`src/rtl/bootdata_pkg.sv`:
```
// Shared types and helpers for the boot-data word-to-byte streamer.
package bootdata_pkg;

  typedef enum logic {IDLE, EMIT} state_t;

  localparam logic [7:0] HDR_SYNC_BYTE = 8'h4E;
  localparam int unsigned MAX_WORD_W = 128;
  localparam int unsigned LANE_W = 4;

  // Byte `lane` of a word holding `lanes` bytes, lane 0 being the most significant.
  function automatic logic [7:0] byte_of(input logic [MAX_WORD_W-1:0] word,
                                         input int unsigned lanes,
                                         input logic [LANE_W-1:0] lane);
    int unsigned sh;
    sh = 8 * (lanes - 1 - 32'(lane));
    return 8'(word >> sh);
  endfunction

endpackage

```
`src/rtl/bootdata_byte_streamer_if.sv`:
```
// Word request/ack side and byte valid/ready side of the boot-data streamer.
interface bootdata_byte_streamer_if #(parameter int unsigned WORD_W = 32);
  logic [WORD_W-1:0] bootdata;
  logic              bootdata_req;
  logic              bootdata_ack;
  logic [7:0]        byte_data;
  logic              byte_valid;
  logic              byte_ready;

  modport master (input  bootdata, bootdata_req, byte_ready,
                  output bootdata_ack, byte_data, byte_valid);
  modport slave  (output bootdata, bootdata_req, byte_ready,
                  input  bootdata_ack, byte_data, byte_valid);
endinterface

```
`src/rtl/bootdata_byte_streamer.sv`:
```
// Single-clock unpacker from host boot-data words to a byte stream for the game loader.
// Optional header synchronisation on the first 8'h4E is enabled by BOOTDATA_HDR_SYNC_EN.
module bootdata_byte_streamer
  import bootdata_pkg::*;
#(
  parameter int unsigned WORD_W = 32,
  parameter int unsigned CNT_W  = 32
) (
  input  logic                      clk,
  input  logic                      reset_n,
  input  logic                      start,
  input  logic [CNT_W-1:0]          rom_size,
  bootdata_byte_streamer_if.master  bus,
  output logic [CNT_W-1:0]          byte_count,
  output logic                      done
);

  localparam int unsigned        LANES     = WORD_W / 8;
  localparam logic [LANE_W-1:0]  LAST_LANE = LANE_W'(LANES - 1);
  localparam logic [CNT_W-1:0]   CNT_MAX   = '1;

  state_t             state_q, state_d;
  logic [WORD_W-1:0]  word_q, word_d;
  logic [LANE_W-1:0]  lane_q, lane_d;
  logic [CNT_W-1:0]   offset_q, offset_d;
  logic [CNT_W-1:0]   rom_q, rom_d;
  logic [CNT_W-1:0]   count_q, count_d;
  logic               done_q, done_d;
  logic               armed_q, armed_d;
  logic               ack_q, ack_d;
  logic               valid_q, valid_d;
  logic [7:0]         data_q, data_d;
  logic               lane_done;
  logic [7:0]         nxt_byte;

`ifdef BOOTDATA_HDR_SYNC_EN
  logic synced_q, synced_d;
`else
  logic synced_d;
  assign synced_d = 1'b1;
`endif

  assign bus.bootdata_ack = ack_q;
  assign bus.byte_valid   = valid_q;
  assign bus.byte_data    = data_q;
  assign byte_count       = count_q;
  assign done             = done_q;

  // State register
  always_ff @(posedge clk or negedge reset_n) begin
    if (!reset_n) begin
      state_q  <= IDLE;
      word_q   <= '0;
      lane_q   <= '0;
      offset_q <= '0;
      rom_q    <= '0;
      count_q  <= '0;
      done_q   <= 1'b0;
      armed_q  <= 1'b1;
      ack_q    <= 1'b0;
      valid_q  <= 1'b0;
      data_q   <= '0;
`ifdef BOOTDATA_HDR_SYNC_EN
      synced_q <= 1'b0;
`endif
    end else begin
      state_q  <= state_d;
      word_q   <= word_d;
      lane_q   <= lane_d;
      offset_q <= offset_d;
      rom_q    <= rom_d;
      count_q  <= count_d;
      done_q   <= done_d;
      armed_q  <= armed_d;
      ack_q    <= ack_d;
      valid_q  <= valid_d;
      data_q   <= data_d;
`ifdef BOOTDATA_HDR_SYNC_EN
      synced_q <= synced_d;
`endif
    end
  end

  // Next state; byte_valid/byte_data are precomputed for the lane presented next cycle
  always_comb begin
    state_d   = state_q;
    word_d    = word_q;
    lane_d    = lane_q;
    offset_d  = offset_q;
    rom_d     = rom_q;
    count_d   = count_q;
    done_d    = done_q;
    armed_d   = armed_q;
    ack_d     = 1'b0;
    valid_d   = 1'b0;
    data_d    = data_q;
    lane_done = 1'b0;
    nxt_byte  = '0;
`ifdef BOOTDATA_HDR_SYNC_EN
    synced_d  = synced_q;
`endif

    if (!bus.bootdata_req) armed_d = 1'b1;

    case (state_q)
      IDLE: begin
        if (bus.bootdata_req && armed_q) begin
          word_d  = bus.bootdata;
          lane_d  = '0;
          state_d = EMIT;
          ack_d   = 1'b1;
          armed_d = 1'b0;
        end
      end
      EMIT: begin
        // A dropped lane (valid low) completes without a handshake
        lane_done = !valid_q || bus.byte_ready;
        if (lane_done) begin
          offset_d = (offset_q == CNT_MAX) ? offset_q : offset_q + CNT_W'(1);
          if (valid_q) begin
            count_d = (count_q == CNT_MAX) ? count_q : count_q + CNT_W'(1);
`ifdef BOOTDATA_HDR_SYNC_EN
            if (data_q == HDR_SYNC_BYTE) synced_d = 1'b1;
`endif
          end
          if (offset_d == rom_q) done_d = 1'b1;
          if (lane_q == LAST_LANE) state_d = IDLE;
          else                     lane_d  = lane_q + LANE_W'(1);
        end
      end
      default: state_d = IDLE;
    endcase

    if (state_d == EMIT) begin
      nxt_byte = byte_of(MAX_WORD_W'(word_d), LANES, lane_d);
      data_d   = nxt_byte;
      valid_d  = (offset_d < rom_q) && (synced_d || nxt_byte == HDR_SYNC_BYTE);
    end

    // Session clear wins over everything and latches the new file length
    if (start) begin
      state_d  = IDLE;
      lane_d   = '0;
      offset_d = '0;
      rom_d    = rom_size;
      count_d  = '0;
      done_d   = 1'b0;
      armed_d  = 1'b1;
      ack_d    = 1'b0;
      valid_d  = 1'b0;
      data_d   = '0;
`ifdef BOOTDATA_HDR_SYNC_EN
      synced_d = 1'b0;
`endif
    end
  end

endmodule
```
`src/flat_wrapper.sv`:
```
// flat-port wrapper written by rule: the top's interface ports become plain ports
module bootdata_byte_streamer_flat import bootdata_pkg::*;
#(
  parameter int unsigned WORD_W = 32,
  parameter int unsigned CNT_W  = 32
)
  (clk, reset_n, start, rom_size, byte_count, done, bus_bootdata, bus_bootdata_req, bus_byte_ready, bus_bootdata_ack, bus_byte_data, bus_byte_valid);
  bootdata_byte_streamer_if #(.WORD_W(WORD_W)) bus_i ();
  input  logic clk;
  input  logic reset_n;
  input  logic start;
  input  logic [CNT_W-1:0] rom_size;
  output logic [CNT_W-1:0] byte_count;
  output logic done;
  input wire logic [$bits(bus_i.bootdata)-1:0] bus_bootdata;
  input wire logic [$bits(bus_i.bootdata_req)-1:0] bus_bootdata_req;
  input wire logic [$bits(bus_i.byte_ready)-1:0] bus_byte_ready;
  output wire logic [$bits(bus_i.bootdata_ack)-1:0] bus_bootdata_ack;
  output wire logic [$bits(bus_i.byte_data)-1:0] bus_byte_data;
  output wire logic [$bits(bus_i.byte_valid)-1:0] bus_byte_valid;
  assign bus_i.bootdata = bus_bootdata;
  assign bus_i.bootdata_req = bus_bootdata_req;
  assign bus_i.byte_ready = bus_byte_ready;
  assign bus_bootdata_ack = bus_i.bootdata_ack;
  assign bus_byte_data = bus_i.byte_data;
  assign bus_byte_valid = bus_i.byte_valid;
  bootdata_byte_streamer #(.WORD_W(WORD_W), .CNT_W(CNT_W)) u_core (.clk(clk), .reset_n(reset_n), .start(start), .rom_size(rom_size), .bus(bus_i), .byte_count(byte_count), .done(done));
endmodule
```
`config.mk`:
```
export PLATFORM = sky130hd
export DESIGN_NAME = bootdata_byte_streamer_flat
export DESIGN_NICKNAME = d
export VERILOG_FILES = /design/src/rtl/bootdata_pkg.sv /design/src/rtl/bootdata_byte_streamer_if.sv /design/src/rtl/bootdata_byte_streamer.sv /design/src/flat_wrapper.sv
export SDC_FILE = /design/constraint.sdc
export NUM_CORES = 1
export LEC_CHECK = 0
export BUFFER_PORTS_ARGS = -buffer_cell sky130_fd_sc_hd__clkbuf_2
export CAP_MARGIN = 20
export CORE_MARGIN = 3
export CORE_UTILIZATION = 54
export CTS_BUF_LIST = sky130_fd_sc_hd__clkbuf_4
export DETAILED_ROUTE_END_ITERATION = 6
export HOLD_SLACK_MARGIN = 0.05
export PLACE_DENSITY = 0.85
export SLEW_MARGIN = 20
export SYNTH_ARGS = -nofsm -noshare
export SYNTH_HDL_FRONTEND = slang
export SYNTH_SLANG_ARGS = --single-unit
```
`constraint.sdc`:
```
create_clock -name clk -period 4.4 [get_ports clk]
set_input_delay 0.88 -clock clk [delete_from_list [all_inputs] [get_ports clk]]
set_output_delay 0.88 -clock clk [all_outputs]
set_load 0.01 [all_outputs]
```
# Yosys cells after proc, flatten, opt, wreduce, memory -nomap -nowiden
# Index checks and enable logic that the tools add are counted.
[word_totals] reg_bits=145 inputBits=69 out_inout_bits=43 wordCells=68
[classes] add_sub_neg=4 order_cmp=1 n_eq_ne=5 shift=1 mux=35 n_bitwise=1 reduce_logical=10
[op_table] operator="2-to-1 mux 32 bit" count=11
[op_table] operator="adder 32 x 1 -> 32 bit (second input constant)" count=2
[op_table] operator="== test 32 bit (second input constant)" count=2
[op_table] operator="== test 32 bit" count=1
[op_table] operator="< comparator 32 bit" count=1
[op_table] operator=">> shifter 32 x 32 -> 8 bit" count=1
[op_table] operator="2-to-1 mux 1 bit" count=16
[op_table] operator="2-to-1 mux 4 bit" count=4
[op_table] operator="2-to-1 mux 8 bit" count=2
[op_table] operator="nonzero test 2 bit" count=5
[op_table] operator="case mux 4 bit (2 select lines)" count=1
[op_table] operator="subtractor 2 x 4 -> 5 bit (first input constant)" count=1
[op_table] operator="adder 4 x 1 -> 4 bit (second input constant)" count=1
[op_table] operator="== test 4 x 2 -> 1 bit (second input constant)" count=1
[op_table] operator="AND reduction 4 bit" count=1
[op_table] operator="AND reduction 3 bit" count=1
[op_table] operator="!= test 2 bit (second input constant)" count=1
[op_table] operator="case mux 1 bit (2 select lines)" count=1
[op_table] operator="logical AND 1 bit" count=1
[op_table] operator="zero test 1 bit" count=1
[op_table] operator="logical OR 1 bit" count=1
[op_table] operator="NOT 1 bit" count=1

# Longest topological paths before layout
[depth] depth_word=8 ltp_mapped=18 ltp_nobuf=17

# Worst setup path before layout
# OpenSTA, ideal clock, no wires.
[synth_timing] path_type="register to register" from="reg u_core.offset_q[20]" to="reg u_core.valid_q, in the netlist u_core.bus.byte_valid" setup_time_ns=0.127 arrival_ns=3.599 t_required_ns=4.273 path_slack_ns=0.673 path_stages_with_launch=18 n_path_buf=3 synth_period_minus_slack_ns=3.727 cell_sequence="dfrtp_1 > buf_2 > and4_1 > buf_4 > and4_1 > and4_4 > buf_2 > nor3_2 > nand2_1 > nor3_1 > xnor2_1 > ha_1 > nand4_1 > nor3_1 > nand4_1 > a2111oi_0 > o2111ai_1 > nor4bb_1"
[synth_via] elab_chain_cells=7 word_cells_on_any_way=8 classes_between="1 x add/sub; 1 x order compare; 1 x eq/ne; 5 x mux"
[synth_rtl] element="start, declared" line_no="bootdata_byte_streamer.sv:25" text="logic [CNT_W-1:0] offset_q, offset_d;"
[synth_rtl] element="start signal, assigned" line_no="bootdata_byte_streamer.sv:70" text="offset_q <= offset_d;"
[synth_rtl] element="adder 32 x 1 -> 32 bit / == test 32 bit (equally long branches)" line_no="bootdata_byte_streamer.sv:119" text="offset_d = (offset_q == CNT_MAX) ? offset_q : offset_q + CNT_W'(1);"
[synth_rtl] element="2-to-1 mux 32 bit" line_no="bootdata_byte_streamer.sv:119"
[synth_rtl] element="2-to-1 mux 32 bit" line_no="bootdata_byte_streamer.sv:118" text="if (lane_done) begin"
[synth_rtl] element="2-to-1 mux 32 bit *" line_no="bootdata_byte_streamer.sv:105" text="case (state_q)"
[synth_rtl] element="< comparator 32 bit *" line_no="bootdata_byte_streamer.sv:137" text="valid_d = (offset_d < rom_q) && (synced_d || nxt_byte == HDR_SYNC_BYTE);"
[synth_rtl] element="2-to-1 mux 1 bit *" line_no="bootdata_byte_streamer.sv:134" text="if (state_d == EMIT) begin"
[synth_rtl] element="2-to-1 mux 1 bit *" line_no="bootdata_byte_streamer.sv:141" text="if (start) begin"
[synth_rtl] element="via u_core.valid_d" line_no="bootdata_byte_streamer.sv:31" text="logic valid_q, valid_d;"
[synth_rtl] element="end signal, assigned" line_no="bootdata_byte_streamer.sv:76" text="valid_q <= valid_d;"
[synth_rtl] element="end, declared" line_no="bootdata_byte_streamer.sv:31"
# The timed path passes the listed nets; every way through them passes the cells marked *.
# A chain may end at the register's enable or synchronous reset.

# Final worst setup path
[layout_timing] from="reg u_core.offset_q[4]" to="reg u_core.valid_q, in the netlist u_core.bus.byte_valid"
# The elaborated chain is that of the path after synthesis.

==> metrics list <==
* Post-synth design cell area: 0.00857 mm^2
* Antenna Diode Count: 0
* Combinational family with the most area after synthesis: simple AND/OR/NAND/NOR gates
* Initial core utilization: 0.558
- Dividing the detail-routed wire length by the instance count gives 16.8 um.
- Clock-pin slew was measured on the worst setup and hold paths at 0.16 ns.
- Across all register-to-register paths, the minimum setup slack is 0.28 ns.
- The detailed router used layers up to and including met4.
- Number of cell instances on the worst register-to-register path: 15
- Number of warnings reported in the yosys synthesis log: 0
- The worst setup path is captured at a register.
- Traced cell by cell, the critical path runs through and3_1 -> nand3_2 -> or3_1 -> nor3_4 -> nand2_1 -> nor3_1 -> xnor2_1 -> ha_1 -> nand4_1 -> nor3_2 -> nand4_1 -> a2111oi_2 -> nand2_1 -> o2111ai_1 -> nor4bb_1.
- Of all nets on the critical path, the largest fanout is 7.
- Data on the critical path is required at its endpoint by 4.84 ns.
* Fraction of the mapped netlist area in simple logic gates: 0.258
- The core region is 0.0154 mm^2.
* Die width: 132 um
* Relative slew slack: 0.359
- Yosys mapped a number of flops with a built-in enable equal to 0.
* Overall track demand over capacity in global routing: 0.251
- The final layout contains 1,167 nets.
- The floorplan step set the die height to 132 um.
* # setup viols final: 0
- The worst register-to-register path begins at u_core.offset_q[4].
* Die ar.: 0.0174 mm^2
- PnR worst setup slack: 0.282 ns
- The worst setup path is of the reg -> reg kind.
- In this run the remaining antenna-violating nets after routing total 0.
- In this run the worst setup path terminates at u_core.bus.byte_valid.
- For this run the aggregate overflow at the end of global routing stands at 0.
- Initial DRT Pass Iterations: 7
- Placer congestion estimate: 1.03
* Number of core rows: 45
- Pwr dens: 287 mW/mm^2
* Setup Fix Bufs, Post-CTS: 0
* Met3 routed WL: 1.41 mm
* HPWL after detailed placement: 16.0 mm
- The first global-routing pass estimated 35.9 mm of wire.
- The endpoint identified for the worst register-to-register timing path is u_core.bus.byte_valid.
* Via/cell ratio: 5.60
- At the later pin of the worst-skew pair, clock insertion delay measures 0.57 ns.
- Sum of negative setup slack: 0 ns
- Yosys mapped the design onto 63 distinct sky130hd cell types.
- The routed layout has 7,208 vias.
* Library cell contributing the largest single delay on the critical path: dfrtp_1
- The compound-cell area share of the yosys netlist came to 0.0889.
- Registers take 0.00363 mm^2.
* Leakage dissipation: 4.69 nW
- Via count of the first global-routing pass: 7,138
* Total routed wirelength: 21.7 mm
- Hold WC Path Type: in -> async
- The count of cells in the finished layout, fillers not included, comes to 1,288.
- Asr flop ratio synth: 1.00
- Across the run, the number of max-cap violations was 0.
- Adder and majority cell fraction of the synthesized area: 0.0496
* Number of buffers added by the clock tree synthesis step: 17
- Entering global routing, the biggest net connects 100 pins.
* Unrepaired setup endpoints after global routing: no
* Drt first-iter violations: 593
- The synthesized design contains 145 register bits.
* Routed length on met1: 9.51 mm
- Maximum operating frequency: 0.243 GHz
- Number of buffers added on ports: 111
- Number of antenna violations at the first check in global routing: 0
- Share of synthesized area spent on multiplexers: 0.0352
- For the final database, setup skew stands at 0.0266 ns.
* Number of clock sinks seen by CTS: 145
- Outcome: completed
- Including well taps, the total number of placed cells is 1,256.
* Signal arrival time at the worst endpoint: 4.56 ns
* Syn_area_per_cell: 9.00 um^2
- Of the total synthesized cell area, the portion taken by XOR and XNOR cells is 0.105.
* Most used flip-flop cell after synthesis: dfrtp_1
* Syn Nets: 1,056
* Worst Hold Margin: 0.391 ns
- After layout, the minimum clock period comes to 4.12 ns.
* DR WL met2: 10.3 mm
* IO Pins: 112
- The root buffer cell chosen for the clock tree is clkbuf_4.
- At the pin with the least slew margin, the transition time is 0.957 ns.
- For this run, the slowest stage of the critical path takes 0.47 ns.
* Number of design rule violations left after detail routing: 0
- The share of the Yosys chip area taken by registers is 0.423.
* Max-slew violations: 0
* Number of filler cells placed in the layout: 1,311
- In the final layout, the share of cells above drive strength 1 is 0.184.
- The number of hold violations in the final report was 0.
- Clock tree from TritonCTS: done
- Synthesis produced a netlist whose cell count is 953.
- In the final layout, the multi-input gates occupy 0.00463 mm^2.
- CP Launch Point: u_core.offset_q[4]
* Element type at the critical path start: register
- IR analysis of the VDD net gives a maximum drop of 0.340 mV.
- Number of buffers between clock root and the deepest sink: 2
* Area delta synth->final: 13.6%
- Before CTS, the worst setup slack after placement is -0.0412 ns.
* Placed cell area: 0.00939 mm^2
- Once layout is done, the placed cells without fillers occupy 0.00974 mm^2.
* Period Utilization, post-route: 0.936
* Htree depth: 4
what timing repair did:
item,4_1_cts,5_1_grt
endpoints found under the setup margin,1,1
hold buffers,0,0
gates resized for setup,3,5
flip-flops by register name (all words and copies together), names as in the netlist:
signal,cells
u_core.bus.byte_valid,1
u_core.bus.bootdata_ack,1
u_core.armed_q,1
u_core.offset_q,32
u_core.lane_q,4
u_core.rom_q,32
u_core.byte_count,32
u_core.word_q,32
u_core.state_q,1
u_core.bus.byte_data,8
u_core.done,1
synthesized netlist by cell type (all sizes together) (21+ instances only):
cell type,number,area share
nand2,176,0.077
dfrtp,144,0.42
nor2,69,0.030
xnor2,61,0.062
o21ai,46,0.027
nand3,42,0.027
xor2,42,0.043
inv,41,0.018
nor2b,35,0.026
ha,34,0.050
nand4,31,0.023
mux2i,29,0.034
clkbuf,25,0.011
nor3,21,0.013
per-layer routing:
layer  track usage  vias up
met5             0        -
met4        0.0758        0
met3        0.0550       37
met2         0.409      262
met1         0.337     3428
li1              -     3481
logic make-up (layout without fill, tap and decap cells):
kind of cell	Yosys count	after routing
XOR/XNOR	103	103
buffers and inverters	84	208
multiplexers	30	30
flip-flops	145	145
AND/OR/NAND/NOR	443	443
adder cells (fa/ha/maj)	34	34
AO/OA/AOI/OAI	114	114
through the flow:
stage	utilization	power (mW)
2_1_floorplan	-	1.74
3_3_place_gp	0.611	1.90
3_5_place_dp	0.611	1.91
4_1_cts	0.633	2.82
5_1_grt	0.634	2.94
6_report	0.634	2.80
layout make-up:
| cell class | instances | share of cell area |
|---|---|---|
| clock buffer | 17 | 0.0131 |
| clock inverter | 15 | 0.0195 |
| inverter | 42 | 0.0162 |
| multi-input combinational | 724 | 0.476 |
| sequential | 145 | 0.373 |
| tap | 211 | 0.0271 |
| timing repair buffer | 134 | 0.0757 |
cell usage in the layout (no fill, tap or decap), drive strengths merged, types with 2 or more instances in the layout:
| cell | instances |
|---|---|
| dfrtp | 144 |
| o311ai | 3 |
| or4 | 2 |
| a21o | 12 |
| nand2b | 6 |
| a2111oi | 5 |
| a22oi | 3 |
| and2 | 5 |
| nor2b | 35 |
| a21oi | 17 |
| nand3 | 42 |
| mux2i | 29 |
| o41ai | 2 |
| xnor2 | 61 |
| clkinvlp | 2 |
| o2111ai | 4 |
| nand3b | 3 |
| nand2 | 176 |
| clkbuf | 126 |
| buf | 25 |
| a31oi | 3 |
| ha | 34 |
| or2 | 2 |
| nor2 | 69 |
| a21boi | 2 |
| and3 | 18 |
| o311a | 2 |
| xor2 | 42 |
| nor4 | 9 |
| nand4 | 31 |
| nor3 | 21 |
| o21ai | 46 |
| clkinv | 5 |
| a22o | 8 |
| or4b | 2 |
| or3 | 11 |
| and4 | 10 |
| inv | 49 |
worst min-delay path by stage:
stage / start / endpoint / slack, ns
finish: reset_n / u_core.offset_q[31] / 0.39
global route: reset_n / u_core.rom_q[27] / 0.43
CTS: reset_n / u_core.offset_q[31] / 0.41
detailed placement: u_core.word_q[14] / u_core.word_q[14] / 0.46
global placement: u_core.word_q[13] / u_core.word_q[13] / 0.45
floorplan: u_core.word_q[10] / u_core.word_q[10] / 0.44
critical path: cells and delay by family (launching register included):
kind	cells	cell delay, ns
and+or+nand+nor	11	2.54
adders and majority gates	1	0.31
DFF	1	0.47
xor gates and xnor gates	1	0.14
AOI/OAI and AO/OA	2	0.56
where the power goes:
part           internal (mW)  total, mW  leakage (nW)  switching, mW
Combinational          0.159      0.411          2.62          0.252
Clock                  0.320      0.913         0.163          0.593
Sequential              1.42       1.47          1.90         0.0517
No activity file was read; power rests on OpenSTA's default activity.
